File: src/rtl/swap_sort_pkg.sv
// Shared constants and types for the swap-register-file bubble sort sequencer.
package swap_sort_pkg;
    localparam int N_REGS = 8;
    localparam int DW     = 4;
    localparam int IW     = $clog2(N_REGS);
    localparam int CW     = 5;

    typedef enum logic [1:0] {IDLE, INIT, SORT, DONE} state_t;
    typedef logic [DW-1:0] word_t;
    typedef logic [IW-1:0] idx_t;
endpackage

File: src/rtl/pair_order_cmp.sv
// Adjacent-pair order check: flags a pair that must be swapped for the requested order.
module pair_order_cmp
    import swap_sort_pkg::*;
(
    input  word_t a,
    input  word_t b,
    input  logic  desc,
    output logic  out_of_order
);
    // strict compares: equal values never swap, keeping the sort stable
    assign out_of_order = desc ? (a < b) : (a > b);
endmodule

File: src/rtl/swap_sort_sequencer.sv
// Bubble-sort sequencer driving the 8x4 swap register file in place.
// Optional SWAP_SORT_EARLY_EXIT_EN: finish as soon as a whole pass makes no swap.
module swap_sort_sequencer
    import swap_sort_pkg::*;
(
    input  logic                 clk,
    input  logic                 reset_n,
    input  logic                 load,
    input  logic                 start,
    input  logic                 order,
    input  logic [N_REGS*DW-1:0] r,
    output logic                 init,
    output logic                 swap,
    output logic [IW-1:0]        x,
    output logic [IW-1:0]        y,
    output logic                 busy,
    output logic                 done,
    output logic [CW-1:0]        swap_cnt
);
    localparam idx_t LAST_J = idx_t'(N_REGS - 2);

    state_t        state_q, state_d;
    idx_t          pass_q, pass_d;
    idx_t          j_q, j_d;
    logic          ord_q, ord_d;
    logic [CW-1:0] cnt_q, cnt_d;
`ifdef SWAP_SORT_EARLY_EXIT_EN
    logic          ps_q, ps_d;
`endif

    logic [N_REGS-1:0][DW-1:0] r_arr;
    idx_t j_nxt;
    logic ooo;
    logic end_of_pass;

    assign r_arr       = r;
    assign j_nxt       = j_q + idx_t'(1);
    assign end_of_pass = (j_q == idx_t'(LAST_J - pass_q));

    pair_order_cmp u_cmp (
        .a            (r_arr[j_q]),
        .b            (r_arr[j_nxt]),
        .desc         (ord_q),
        .out_of_order (ooo)
    );

    always_comb begin
        state_d = state_q;
        pass_d  = pass_q;
        j_d     = j_q;
        ord_d   = ord_q;
        cnt_d   = cnt_q;
`ifdef SWAP_SORT_EARLY_EXIT_EN
        ps_d    = ps_q;
`endif
        init = 1'b0;
        swap = 1'b0;
        x    = '0;
        y    = '0;
        busy = 1'b0;
        done = 1'b0;
        case (state_q)
            IDLE: begin
                if (load) begin
                    state_d = INIT;
                end else if (start) begin
                    state_d = SORT;
                    ord_d   = order;
                    pass_d  = '0;
                    j_d     = '0;
                    cnt_d   = '0;
`ifdef SWAP_SORT_EARLY_EXIT_EN
                    ps_d    = 1'b0;
`endif
                end
            end
            INIT: begin
                init    = 1'b1;
                state_d = IDLE;
            end
            SORT: begin
                busy = 1'b1;
                x    = j_q;
                y    = j_nxt;
                swap = ooo;
                if (ooo) begin
                    if (cnt_q != {CW{1'b1}}) cnt_d = cnt_q + 1'b1;
`ifdef SWAP_SORT_EARLY_EXIT_EN
                    ps_d = 1'b1;
`endif
                end
                if (end_of_pass) begin
`ifdef SWAP_SORT_EARLY_EXIT_EN
                    if (pass_q == LAST_J || !(ps_q || ooo)) begin
`else
                    if (pass_q == LAST_J) begin
`endif
                        state_d = DONE;
                    end else begin
                        pass_d = pass_q + idx_t'(1);
                        j_d    = '0;
`ifdef SWAP_SORT_EARLY_EXIT_EN
                        ps_d   = 1'b0;
`endif
                    end
                end else begin
                    j_d = j_nxt;
                end
            end
            DONE: begin
                done    = 1'b1;
                state_d = IDLE;
            end
            default: state_d = IDLE;
        endcase
    end

    always_ff @(posedge clk or negedge reset_n) begin
        if (!reset_n) begin
            state_q <= IDLE;
            pass_q  <= '0;
            j_q     <= '0;
            ord_q   <= 1'b0;
            cnt_q   <= '0;
`ifdef SWAP_SORT_EARLY_EXIT_EN
            ps_q    <= 1'b0;
`endif
        end else begin
            state_q <= state_d;
            pass_q  <= pass_d;
            j_q     <= j_d;
            ord_q   <= ord_d;
            cnt_q   <= cnt_d;
`ifdef SWAP_SORT_EARLY_EXIT_EN
            ps_q    <= ps_d;
`endif
        end
    end

    assign swap_cnt = cnt_q;
endmodule

File: config.mk
export PLATFORM = sky130hd
export DESIGN_NAME = swap_sort_sequencer
export DESIGN_NICKNAME = d
export VERILOG_FILES = /design/src/rtl/swap_sort_pkg.sv /design/src/rtl/pair_order_cmp.sv /design/src/rtl/swap_sort_sequencer.sv
export SDC_FILE = /design/constraint.sdc
export NUM_CORES = 1
export LEC_CHECK = 0
export BUFFER_PORTS_ARGS = -buffer_cell sky130_fd_sc_hd__buf_2
export CAP_MARGIN = 20
export CORE_ASPECT_RATIO = 1.1
export CORE_UTILIZATION = 35
export DETAILED_ROUTE_END_ITERATION = 8
export GPL_TIMING_DRIVEN = 0
export PLACE_DENSITY = 0.65
export SETUP_SLACK_MARGIN = 0.3
export SLEW_MARGIN = 0
export SYNTH_ARGS = -nofsm -noshare
export SYNTH_HDL_FRONTEND = slang
export SYNTH_HIERARCHICAL = 1
export SYNTH_SLANG_ARGS = --single-unit
File: constraint.sdc
create_clock -name clk -period 4.5 [get_ports clk]
set_clock_uncertainty 0.15 [all_clocks]
set_input_delay 0.225 -clock clk [delete_from_list [all_inputs] [get_ports clk]]
set_output_delay 0.225 -clock clk [all_outputs]
set_load 0.02 [all_outputs]
# Word level (Yosys, flattened, before mapping)
# Index checks and enable logic that the tools add are counted.
[word_totals] regBits=14 latch_bits=0 mem_bits_rw=0 rom_bits=0 in_bits=37 out_inout_bits=15 wordCells=66 n_memories=0
[op_classes] addsub=4 n_mul=0 div=0 order_cmp=4 eq_ne=15 n_shift=0 muxes=29 bitwise_logic=1 n_reduce_logical=8
[ops] operator="binary-select mux 4 bit (select 3 bit)" n=2
[ops] operator="two-way mux 3 bit" n=8
[ops] operator="two-way mux 5 bit" n=4
[ops] operator="inequality test 2 bit, second input constant" n=7
[ops] operator="case mux 3 bit (2 select lines)" n=2
[ops] operator="case mux 5 bit (2 select lines)" n=1
[ops] operator="AND reduction 5 bit" n=2
[ops] operator="< comparator 3 x 4 -> 1 bit, second input constant" n=2
[ops] operator="two-way mux 2 bit" n=4
[ops] operator="two-way mux 4 bit" n=2
[ops] operator="adder 3 x 1 -> 3 bit, second input constant" n=2
[ops] operator="inequality test 3 bit, second input constant" n=2
[ops] operator="case mux 2 bit (3 select lines)" n=1
[ops] operator="AND reduction 3 bit" n=2
[ops] operator="adder 5 x 1 -> 5 bit, second input constant" n=1
[ops] operator="two-way mux 1 bit" n=5
[ops] operator="inequality test 5 bit, second input constant" n=1
[ops] operator="== test 2 bit, second input constant" n=2
[ops] operator="> comparator 4 bit" n=1
[ops] operator="< comparator 4 bit" n=1
[ops] operator="AND reduction 4 bit" n=1
[ops] operator="== test 3 bit" n=1
[ops] operator="== test 3 bit, second input constant" n=1
[ops] operator="subtractor 3 bit, first input constant" n=1
[ops] operator="other kinds (5)" n=5

# Longest topological paths before layout
# Gate-level depths: netlist (run 1).
[depth] word_depth=7 ltp_mapped=15 mapped_depth_nobuf=13

# Hierarchy
# Netlist (run 1), hierarchy kept.
[modules_own_cells] module="swap_sort_sequencer" instances=1 cells_per_inst=120 area_per_inst_um2=1316.3 seq_area_each_um2=350.3
[modules_own_cells] module="pair_order_cmp" instances=1 cells_per_inst=15 area_per_inst_um2=115.1 seq_area_each_um2=0.0

# Worst setup path before layout (run 1)
# Ideal clock, no wire load.
[synth_path] path_kind="reg-to-reg" start="register j_q[0]" end="register cnt_q[3], in the netlist swap_cnt[3]" setup_ps=122 arrival_ps=3290 required_ps=4228 slack_ps=938 path_stages_with_launch=15 path_buffers=2 synth_period_minus_slack_ps=3562 path_cell_list="dfrtp_1 > ha_1 > buf_1 > mux4_2 > mux2_2 > inv_1 > ha_1 > a21oi_2 > o21ai_1 > mux2_1 > nor4bb_1 > clkbuf_1 > nand4_1 > xor2_1 > nor2_1"
[synth_between] elab_chain_len=7 elab_cells_between_ends=10 classes_between="add/sub (1); order compare (2); eq/ne (1); mux (5); reduce/logical (1)"
[synth_lines] item="start: declaration" line_no="swap_sort_sequencer.sv:24" text="idx_t j_q, j_d;"
[synth_lines] item="start signal: assignment" line_no="swap_sort_sequencer.sv:131" text="j_q <= j_d;"
[synth_lines] item="adder 3 x 1 -> 3 bit" line_no="swap_sort_sequencer.sv:37" text="assign j_nxt = j_q + idx_t'(1);"
[synth_lines] item="binary-select mux 4 bit (select 3 bit)" line_no="swap_sort_sequencer.sv:42" text=".b (r_arr[j_nxt]),"
[synth_lines] item="two-way mux 4 bit (implied by the code)" line_no="swap_sort_sequencer.sv:42"
[synth_lines] item="> comparator 4 bit or < comparator 4 bit (tied branches)" line_no="pair_order_cmp.sv:11" text="assign out_of_order = desc ? (a < b) : (a > b);"
[synth_lines] item="two-way mux 1 bit (*)" line_no="pair_order_cmp.sv:11"
[synth_lines] item="net ooo" line_no="swap_sort_sequencer.sv:33" text="logic ooo;"
[synth_lines] item="inequality test 2 bit (no line) (*)"
[synth_lines] item="AND reduction 5 bit (no line) (*)"
[synth_lines] item="end signal: assignment" line_no="swap_sort_sequencer.sv:133" text="cnt_q <= cnt_d;"
[synth_lines] item="end: declaration" line_no="swap_sort_sequencer.sv:26" text="logic [CW-1:0] cnt_q, cnt_d;"
# The timed path passes the listed nets; every way through them passes the cells marked *. The select of a mux whose other input is x is not followed.
# A chain may end at the register's enable or synchronous reset.

# Worst setup path in the final report (run 1)
# Same ends and word-level chain as after synthesis.

==> reports/qor.txt, run 1 <==
run status: finished, final reports clean
Final setup viols: 0
worst min path class: in2reg
CTS buffer count: 3
Residual DRC: 0
Worst EP required: 4.47 ns
Initial DRC Count: 56
unrepaired setup endpoints after global routing: no
Num Clock Sinks: 14
FFs w/ async S/R, synth: 100%
Synth area leaders: mux4_2 (25%), dfrtp_1 (24%), ha_1 (8.7%)
Via Count: 1,251
vias per inst: 5.17
ant diodes: 0
clock share of power: 6.6%
critical path cell sequence: ha_1 > clkbuf_2 > mux4_2 > mux2_2 > inv_1 > ha_1 > a21oi_2 > o21ai_1 > mux2_1 > nor4bb_1 > clkbuf_1 > nand4_1 > xor2_1 > nor2_1
Int Pwr: 828 uW
first-pass GRT wire length: 5.46 mm
initial antenna violation count: 0
max cap viols: 0
Seq pwr share: 15.6%
Leak: 0.847 nW
Synth top area share: 25.2%
Post-synth top cells: mux4_2 (16), dfrtp_1 (14), nand2_1 (14), ha_1 (10)
Post-synth EDFFs: 0
Final nets: 239
Top Ports: 52
number of library cell types mapped by synthesis: 38
total negative slack: 0 ns
CTS H-tree depth: 1
first-pass detailed-route iteration total: 4
worst-case hold slack: 0.0287 ns
P&R area growth vs syn: 26.0%
crit path time final: 3.71 ns
R2R cell count: 14
Root Driver: clkbuf_8
CP Class: reg2reg
fmax: 269 MHz
HP Start: order
Total GRT Usage: 15.5%
Worst Path Arrival: 3.69 ns
critical path launch point: j_q[0]$_DFFE_PN0P_
Final Instance Count excl. Fillers: 242
count leader, synth: mux4_2
Final Hold Fails: 0
port bufs: 51
Final Slew Violations: 0
Crit. End Element: flop
TritonCTS clock tree: yes
pin count of the biggest net entering global routing: 15
WHS Path Cells: 3
Slew Limit Headroom: 54.7%
switching share of power: 46.7%
Die H: 69.1 um
Synth Flop Type: dfrtp_1
vias in the first global route: 1,180
GP Congestion: 0.764
combinational power share: 77.8%
P per Cell Area: 860 nW/um2
Mapped Cells: 135
worst-skew pair later-pin latency: 0.25 ns
DP Cell Count: 238
chip width: 63.0 um
Clock Tree Buf Depth: 2
Top cell by count, worst path: ha_1
Seq/Total Area, Yosys: 24.5%
GRT overflow: 0
Synthesized Nets: 182
#FFs+latches synth: 14
max incr delay on CP: 0.54 ns
Routed Antenna Nets: 0
CTS clk-pin slew, worst paths: 0.06 ns
reg-to-reg startpoint: j_q[0]$_DFFE_PN0P_
Initial Util: 36.4%
WL per Instance: 13.1 um
Pwr Total: 1.55 mW
final instance area: 1800 um2
final worst-path cycle share: 82.5%
Die Area: 4350 um2
Cell Area, Synth: 1430 um2
Area after DPL: 1750 um2
detailed placement HPWL: 2.52 mm
fin worst setup slack: 0.789 ns
routed wire length: 3.18 mm
Max FO, Critical Path: 10
CP startpoint kind: flop
crit path max-delay cell type: mux4_2
area leader, netlist: mux4_2
Slew @ Worst Pin: 0.680 ns
worst vdd ir: 0.000482 V
Core Rows: 24
Ys Warns: 6
Core Region: 3930 um2
average cell area after synthesis: 10.6 um2
Sw Pwr: 724 uW
Setup WS pre-CTS: 0.551 ns
final core utilization: 45.9%
share of layout cells above drive strength 1: 46.3%
==> critical path: cells and delay by family (launching register included) <==
kind	cells	cell delay, ns
xor+xnor	1	0.15
mux	3	1.04
simple gates	3	0.47
fa+ha+maj	2	0.55
flops	1	0.43
compound gates	2	0.21
buf+inv	3	0.57
==> registers in the layout, indices dropped and copies added (netlist names) <==
name and cells:
ord_q 1, swap_cnt 5, state_q 2, j_q 3, pass_q 3
==> power groups by stage <==
stage	logic (mW)	registers, mW	clock network [mW]
global route	1.36	0.252	0.110
floorplan	0.942	0.257	0
global placement	1.21	0.244	0
finish	1.21	0.242	0.103
CTS	1.22	0.242	0.105
detailed placement	1.21	0.244	0
==> cell families (layout without fill, tap and decap cells) <==
group / count (synthesis) / count (layout) / synth area share [%]
xor gates and xnor gates: 5 / 5 / 4.11
muxes: 27 / 27 / 33.7
buffers and inverters: 18 / 73 / 5.33
AOI/OAI and AO/OA: 20 / 20 / 9.00
DFF: 14 / 14 / 24.5
and+or+nand+nor: 41 / 41 / 14.6
adders and majority gates: 10 / 10 / 8.74
==> layout make-up <==
type	count	area [um2]
fillers	382	2130
multi-input cells	103	1000
flip-flops and latches	14	350
repair buffers	52	265
well taps	52	65.1
plain buffers	9	43.8
clock buffers	3	41.3
inverters	9	33.8
==> final timing paths <==
kind	slack [ns]	to
max	0.79	swap_cnt[3]$_DFFE_PN0P_
min	0.03	ord_q$_DFFE_PN0P_
max reg2reg	0.79	swap_cnt[3]$_DFFE_PN0P_
min reg2reg	0.36	ord_q$_DFFE_PN0P_
max in group asynchronous	3.70	swap_cnt[3]$_DFFE_PN0P_
min in group asynchronous	0.26	state_q[1]$_DFFE_PN0P_
==> repair_timing <==
| item | in CTS | in global routing |
|---|---|---|
| setup endpoints to repair | 0 | 3 |
| setup buffers | 0 | 0 |
| resized for setup | 0 | 1 |
| endpoints found under the hold margin | 14 | 0 |
| hold buffers | 1 | 0 |
==> placed cells by master (no fill, tap or decap), types with 2 or more instances in the layout <==
cell / netlist / routed
clkbuf_1: 2 / 2
buf_2: 4 / 55
clkbuf_8: 0 / 3
and3_1: 2 / 2
nand3_1: 2 / 2
mux2_2: 9 / 9
xnor2_1: 2 / 2
inv_1: 9 / 9
dfrtp_1: 14 / 14
nor2_1: 6 / 6
ha_1: 10 / 10
xor2_1: 2 / 2
nor2b_1: 3 / 3
o31ai_1: 2 / 2
nand2_1: 14 / 14
a21oi_1: 2 / 2
a21oi_2: 2 / 2
o21ai_0: 7 / 7
and2_1: 7 / 7
mux4_2: 16 / 16
==> per-layer routing <==
| metal | GRT usage (%) | routed length [um] |
|---|---|---|
| met5 | 0 | 0 |
| met2 | 24.1 | 1400 |
| met4 | 3.88 | 16 |
| met3 | 2.32 | 221 |
| met1 | 22.3 | 1550 |
No activity file was read; power rests on OpenSTA's default activity.
==> run 2: changes to the inputs <==
Settings changed: ABC_AREA set to 1, PLACE_DENSITY 0.65 to 0.66.
Clock period 4.5 ns to 3.4 ns, I/O delays scaled along.
==> run 2 against run 1 <==
Effect of this change: total power up 29%; critical path depth grew 4; final area up 12%; wire length up 36%; clock power up 33%; sequential share of layout area decreased by 2.1 points; count of clock-buffer cells in the layout unchanged; flip-flop and latch count unchanged; via count rose by 51%; setup slack got worse by 0.32 ns; core utilization rose by 1.1 points; first-iteration DRC count grew to 4.2 times the previous value; critical path type is now reg2out; critical endpoint is now swap; largest cell class unchanged.
==> reports/qor.txt, run 2 <==
P per Cell Area: 988 nW/um2 (+15%)
R2R cell count: 22 (+8)
max incr delay on CP: 0.45 ns (-0.09 ns)
first-pass detailed-route iteration total: 5 (+1)
flop-to-flop setup slack: 0.52 ns (-0.27 ns)
simple-gate share of the synthesized area: 29.8% (+15 points)
most common cell after layout, fill and taps aside: nand2_1
ant diodes: 0 (unchanged)
Num Clock Sinks: 14 (unchanged)
Adder-Cell Fraction of Synth Area: 7.87% (-0.87 points)
worst min path class: in2reg
FFs w/ async S/R, synth: 100% (unchanged)
Seq/Total Area, Yosys: 22.0% (-2.4 points)
mux share of post-synthesis cell area: 0% (-34 points)
Slew Limit Headroom: 69.4% (+15 points)
Routed Antenna Nets: 0 (unchanged)
Clock Tree Buf Depth: 2 (unchanged)
Crit path max-delay family: adder cells
Ys Warns: 6 (unchanged)
CP Class: reg2out
TritonCTS clock tree: yes
HP Start: load
initial antenna violation count: 0 (unchanged)
max cap viols: 0 (unchanged)
Die Area: 4810 um2 (+11%)
critical path cell sequence: ha_4 > buf_6 > o21ai_0 > o21ai_1 > nand2_1 > nand2_1 > inv_1 > ha_1 > nand2_1 > inv_1 > nand2_1 > nand2_1 > nand2_1 > nand2_1 > inv_1 > inv_1 > nor2_4 > buf_6
WHS Path Cells: 3 (unchanged)
Residual DRC: 0 (unchanged)
worst vdd ir: 0.000867 V (+80%)
largest family of logic cells by synthesized area: simple AND/OR/NAND/NOR gates
Filler Cells Inserted: 466 (+22%)
Final Slew Violations: 0 (unchanged)
Max FO, Critical Path: 10 (unchanged)
Synth Area in XOR/XNOR: 1.10% (-3.0 points)
WL per Instance: 11.4 um (-14%)
Core Rows: 25 (+4.2%)
Top Ports: 52 (unchanged)
Final nets: 376 (+57%)
share of layout cells above drive strength 1: 25.1% (-21 points)
Initial Util: 36.8% (+0.42 points)
CP startpoint kind: flop
CTS clk-pin slew, worst paths: 0.06 ns (about the same)
total negative slack: 0 ns (unchanged)
vias in the first global route: 1,617 (+37%)
CTS H-tree depth: 1 (unchanged)
Synthesized Nets: 317 (+74%)
unrepaired setup endpoints after global routing: no
GP Congestion: 0.832 (+9.0%)
CTS buffer count: 3 (unchanged)
Slew @ Worst Pin: 0.459 ns (-0.221 ns)
Worst Path Arrival: 2.61 ns (-1.08 ns)
pin count of the biggest net entering global routing: 15 (unchanged)
Root Driver: clkbuf_8
detailed placement HPWL: 3.36 mm (+33%)
final worst-path cycle share: 86.2%
P&R area growth vs syn: 27.6%
port bufs: 51 (unchanged)
Die H: 72.7 um (+5.2%)
first-pass GRT wire length: 7.02 mm (+29%)
Mapped Cells: 270 (+100%)
max reg flops: 5 (unchanged)
Synth area leaders: dfrtp_1 (22%), nand2_1 (14%), inv_1 (9.0%)
R2R Path End: swap_cnt[4]$_DFFE_PN0P_
Post-synth EDFFs: 0 (unchanged)
count leader, synth: nand2_1
Crit. End Element: primary output
reg-to-reg startpoint: j_q[0]$_DFFE_PN0P_
Synth top area share: 22.0% (-3.1 points)
Total GRT Usage: 18.2% (+2.7 points)
crit path time final: 2.93 ns
chip width: 66.2 um (+5.2%)
Via Count: 1,894 (+51%)
crit path max-delay cell type: dfrtp_2
average cell area after synthesis: 5.89 um2 (-44%)
CP bufs+invs: 6 (+3)
commonest cells after routing, fill and taps aside: nand2_1 (57), buf_2 (54), inv_1 (38)
fmax: 341 MHz
Final Hold Fails: 0 (unchanged)
Core Region: 4320 um2 (+9.7%)
worst-case hold slack: 0.0625 ns (+0.0338 ns)
Synth Flop Type: dfrtp_1
routed wire length: 4.33 mm (+36%)
Top cell by count, worst path: nand2_1
#FFs+latches synth: 14 (unchanged)
Post-synth top cells: nand2_1 (58), inv_1 (38), o21ai_0 (27), nor2_1 (26), a21oi_1 (23)
worst-skew pair later-pin latency: 0.24 ns (about the same)
number of library cell types mapped by synthesis: 22 (-42%)
GRT overflow: 0 (unchanged)
Leak: 1.13 nW (+33%)
area leader, netlist: dfrtp_1
Worst EP required: 3.08 ns (-1.39 ns)
post-synthesis compound-gate area fraction: 24.7% (+16 points)
Pwr Total: 2.00 mW (+29%)
Initial DRC Count: 233 (+320%)
run status: finished, final reports clean
Final setup viols: 0 (unchanged)
Cell Area, Synth: 1590 um2 (+11%)
worst hold endpoint: state_q[0]$_DFFE_PN0P_
vias per inst: 4.97 (-3.8%)
==> run 2: changes by cell type in the layout (fill, tap and decap cells not counted), moves of 7 or more <==
cell	before	now
mux4_2	16	0
o21ai_1	1	21
nor2_1	6	26
mux2_2	9	0
a21oi_1	2	22
o21ai_0	7	27
nand2_1	14	57
inv_1	9	38
nand3_1	2	17
and2_1	7	0
==> run 2: final cells by class <==
cell class              instances  area (um2)  area share, %
multi-input cells             200        1040           51.3
flip-flops and latches         14         352           17.3
repair buffers                 54         289           14.3
inverters                      44         168           8.27
plain buffers                  12        70.1           3.45
well taps                      54        67.6           3.33
clock buffers                   3        41.3           2.04
==> run 2: routing by layer <==
layer	share of wire [%]	global-route usage, %
met1	45	23.8
met2	47	31.3
met3	6.7	1.88
met4	0.88	5.91
met5	0	0
==> run 2: metrics by stage <==
stage	instances	area, um2	utilization [%]	setup slack (ns)
floorplan	270	1590	-	0.387
global placement	375	1910	44.3	0.101
detailed placement	375	1910	44.3	0.0904
CTS	380	1990	46.1	0.321
global route	381	2030	47.0	0.305
finish	381	2030	47.0	0.469
==> run 2: worst max path at each step <==
| stage | start | end | slack, ns | cells after the start |
|---|---|---|---|---|
| after global routing | j_q[0]$_DFFE_PN0P_ | swap | 0.30 | 16 |
| after detailed placement | j_q[0]$_DFFE_PN0P_ | swap_cnt[2]$_DFFE_PN0P_ | 0.09 | 19 |
| final | j_q[0]$_DFFE_PN0P_ | swap | 0.47 | 18 |
| after floorplan | j_q[0]$_DFFE_PN0P_ | swap_cnt[2]$_DFFE_PN0P_ | 0.39 | 19 |
| after CTS | j_q[0]$_DFFE_PN0P_ | swap | 0.32 | 16 |
| after global placement | j_q[0]$_DFFE_PN0P_ | swap_cnt[4]$_DFFE_PN0P_ | 0.10 | 20 |
==> run 2: worst reg2reg max path, stage by stage, from the launching register on <==
cell and delay [ns]:
dfrtp_2 0.45, ha_4 0.32, buf_6 0.14, o21ai_0 0.09, o21ai_1 0.16, nand2_1 0.07
nand2_1 0.06, inv_1 0.04, ha_1 0.29, nand2_1 0.10, inv_1 0.04, nand2_1 0.07
nand2_1 0.05, nand2_1 0.05, nand2_1 0.04, inv_1 0.05, inv_1 0.06, nor2_4 0.14
nand2_1 0.11, nand2_2 0.13, inv_2 0.05, nand2_1 0.06, nand2_1 0.05
==> run 2: cell families (layout without fill, tap and decap cells) <==
family / after synthesis / count (layout)
AO/OA/AOI/OAI: 76 / 76
flip-flops: 14 / 14
buffers and inverters: 56 / 113
AND/OR/NAND/NOR: 112 / 112
XOR/XNOR: 2 / 2
adder cells (fa/ha/maj): 10 / 10
==> run 2: repair_timing <==
item,4_1_cts,5_1_grt
endpoints found under the setup margin,6,6
pin swaps,0,1
hold endpoints to repair,15,0
buffers inserted,0,1
resized for setup,4,12
hold buffers,2,0
==> run 2: report_power, final <==
part / internal (mW) / switching (mW)
clock network: 0.0784 / 0.0582
logic: 0.607 / 0.979
registers: 0.224 / 0.0573
total: 0.909 / 1.09
==> run 3: changes to the inputs <==
--- a/constraint.sdc
+++ b/constraint.sdc
@@ -4,2 +4,2 @@
 set_output_delay 0.17 -clock clk [all_outputs]
-set_load 0.02 [all_outputs]
+set_load 0.005 [all_outputs]
==> run 3 against run 2 <==
Effect of this change: count of clock-buffer cells in the layout unchanged; combinational power decreased by 7%; sequential power about the same; hold slack got worse by 0.00090 ns; critical path depth unchanged; critical path type unchanged.
==> reports/qor.txt, run 3 (synthesis gave the netlist of run 2 again) <==
first-pass detailed-route iteration total: 4 (-1)
CP bufs+invs: 6 (unchanged)
flop-to-flop setup slack: 0.54 ns (+0.02 ns)
Area after DPL: 1910 um2 (unchanged)
DP Cell Count: 375 (unchanged)
Worst Path Arrival: 2.60 ns (about the same)
Worst EP required: 3.08 ns (about the same)
initial antenna violation count: 0 (unchanged)
first-pass GRT wire length: 7.02 mm (unchanged)
Die H: 72.7 um (unchanged)
vias per inst: 4.95 (-0.43%)
Routed Antenna Nets: 0 (unchanged)
HP Start: load
Num Clock Sinks: 14 (unchanged)
Final Hold Fails: 0 (unchanged)
final instance area: 2010 um2 (-0.68%)
crit path time final: 2.92 ns (-0.0154 ns)
CTS clk-pin slew, worst paths: 0.06 ns (about the same)
Final Slew Violations: 0 (unchanged)
TritonCTS clock tree: yes
crit path max-delay cell type: dfrtp_2
CP startpoint kind: flop
Die Area: 4810 um2 (unchanged)
worst vdd ir: 0.000663 V (-23%)
GP Congestion: 0.832 (unchanged)
Core Region: 4320 um2 (unchanged)
routed wire length: 4.34 mm (+0.28%)
fin worst setup slack: 0.484 ns (+0.0154 ns)
WL per Instance: 11.4 um (+0.54%)
reg-to-reg startpoint: j_q[0]$_DFFE_PN0P_
WHS Path Cells: 3 (unchanged)
Filler Cells Inserted: 472 (+1.3%)
Final setup viols: 0 (unchanged)
P per Cell Area: 942 nW/um2 (-4.6%)
Final Instance Count excl. Fillers: 380 (-0.26%)
P&R area growth vs syn: 26.8%
sequential cell area: 352 um2 (unchanged)
Top Ports: 52 (unchanged)
Final nets: 375 (-0.27%)
unrepaired setup endpoints after global routing: no
Total GRT Usage: 18.2% (unchanged)
pin count of the biggest net entering global routing: 15 (unchanged)
Initial Util: 36.8% (unchanged)
Pwr Total: 1.90 mW (-5.3%)
Core Rows: 25 (unchanged)
R2R cell count: 21 (-4.5%)
run status: finished, final reports clean
max reg flops: 5 (unchanged)
final worst-path cycle share: 85.8% (-0.45 points)
fmax: 343 MHz (+0.53%)
critical path cell sequence: ha_4 > buf_6 > o21ai_0 > o21ai_1 > nand2_1 > nand2_1 > inv_1 > ha_1 > nand2_1 > inv_1 > nand2_1 > nand2_1 > nand2_1 > nand2_1 > inv_1 > inv_1 > nor2_4 > buf_2
commonest cells after routing, fill and taps aside: nand2_1 (57), buf_2 (55), inv_1 (38)
Slew @ Worst Pin: 0.449 ns (-0.00998 ns)
footprint of the multi-input gates: 1040 um2 (unchanged)
Slew Limit Headroom: 70.1% (+0.67 points)
Crit. End Element: primary output
GRT overflow: 0 (unchanged)
most common cell after layout, fill and taps aside: nand2_1
vias in the first global route: 1,617 (unchanged)
max cap viols: 0 (unchanged)
Setup WS pre-CTS: 0.0904 ns (unchanged)
Top cell by count, worst path: nand2_1
Clock Tree Buf Depth: 2 (unchanged)
ant diodes: 0 (unchanged)
Leak: 1.12 nW (-0.54%)
chip width: 66.2 um (unchanged)
CP Class: reg2out
R2R Path End: swap_cnt[2]$_DFFE_PN0P_
share of layout cells above drive strength 1: 24.8% (-0.23 points)
Initial DRC Count: 178 (-24%)
worst min path class: in2reg
max incr delay on CP: 0.45 ns (about the same)
Root Driver: clkbuf_8
CTS buffer count: 3 (unchanged)
port bufs: 51 (unchanged)
Residual DRC: 0 (unchanged)
Max FO, Critical Path: 10 (unchanged)
Crit path max-delay family: adder cells
Via Count: 1,881 (-0.69%)
detailed placement HPWL: 3.36 mm (unchanged)
worst hold endpoint: state_q[0]$_DFFE_PN0P_
worst-skew pair later-pin latency: 0.24 ns (about the same)
total negative slack: 0 ns (unchanged)
CTS H-tree depth: 1 (unchanged)
==> run 3: changes by cell type in the layout (fill, tap and decap cells not counted), sizes merged <==
cell	before	now
buf	60	58
clkbuf	7	8
==> run 3: how the worst max path moves through the flow <==
| stage | startpoint | end | slack, ns | cells past startpoint |
|---|---|---|---|---|
| 4_1_cts | j_q[0]$_DFFE_PN0P_ | swap_cnt[2]$_DFFE_PN0P_ | 0.37 | 19 |
| 6_report | j_q[0]$_DFFE_PN0P_ | swap | 0.48 | 18 |
| 3_5_place_dp | j_q[0]$_DFFE_PN0P_ | swap_cnt[2]$_DFFE_PN0P_ | 0.09 | 19 |
| 2_1_floorplan | j_q[0]$_DFFE_PN0P_ | swap_cnt[2]$_DFFE_PN0P_ | 0.55 | 19 |
| 5_1_grt | j_q[0]$_DFFE_PN0P_ | swap | 0.32 | 19 |
| 3_3_place_gp | j_q[0]$_DFFE_PN0P_ | swap_cnt[4]$_DFFE_PN0P_ | 0.10 | 20 |
==> run 3: cell type report <==
| cell class | count | share of cell area, % |
|---|---|---|
| multi-input combinational | 200 | 51.7 |
| sequential | 14 | 17.5 |
| timing repair buffer | 53 | 13.7 |
| inverter | 44 | 8.32 |
| buffer | 12 | 3.48 |
| tap | 54 | 3.35 |
| clock buffer | 3 | 2.05 |
==> run 3: what timing repair did <==
| action | CTS | global route |
|---|---|---|
| endpoints found under the setup margin | 6 | 6 |
| setup buffers | 0 | 0 |
| hold endpoints to repair | 15 | 0 |
| hold buffers | 2 | 0 |
| pin swaps | 0 | 1 |
| gates resized for setup | 4 | 9 |
| gates cloned | 0 | 0 |
==> run 3: routing by layer <==
layer  vias to the layer above  wire length, um  GRT usage, %
li1                        985                -             -
met1                       824             1990          23.8
met2                        68             2080          31.3
met3                         4              253          1.88
met4                         0               28          5.91
met5                         -                0             0
==> run 3: where the power goes <==
| group | total, mW | internal (mW) | switching (mW) |
|---|---|---|---|
| sequential | 0.282 | 0.224 | 0.0574 |
| clock | 0.137 | 0.0784 | 0.0585 |
| combinational | 1.48 | 0.579 | 0.900 |
==> run 3: worst register-to-register path, cell delays in order, from the launching register on <==
cell	delay, ns
dfrtp_2	0.45
ha_4	0.33
buf_6	0.14
o21ai_0	0.09
o21ai_1	0.16
nand2_1	0.07
nand2_1	0.06
inv_1	0.04
ha_1	0.29
nand2_1	0.10
inv_1	0.04
nand2_1	0.07
nand2_1	0.05
nand2_1	0.05
nand2_1	0.04
inv_1	0.05
inv_1	0.06
nor2_4	0.13
nand2_1	0.10
nand2_2	0.13
a21oi_1	0.08
a21oi_1	0.11
==> run 3: metrics by stage <==
stage	hold slack [ns]	util, %
detailed placement	-0.0575	44.3
global route	0.101	46.7
CTS	0.0667	46.1
global placement	-0.0633	44.3
finish	0.0616	46.7
floorplan	-0.276	-
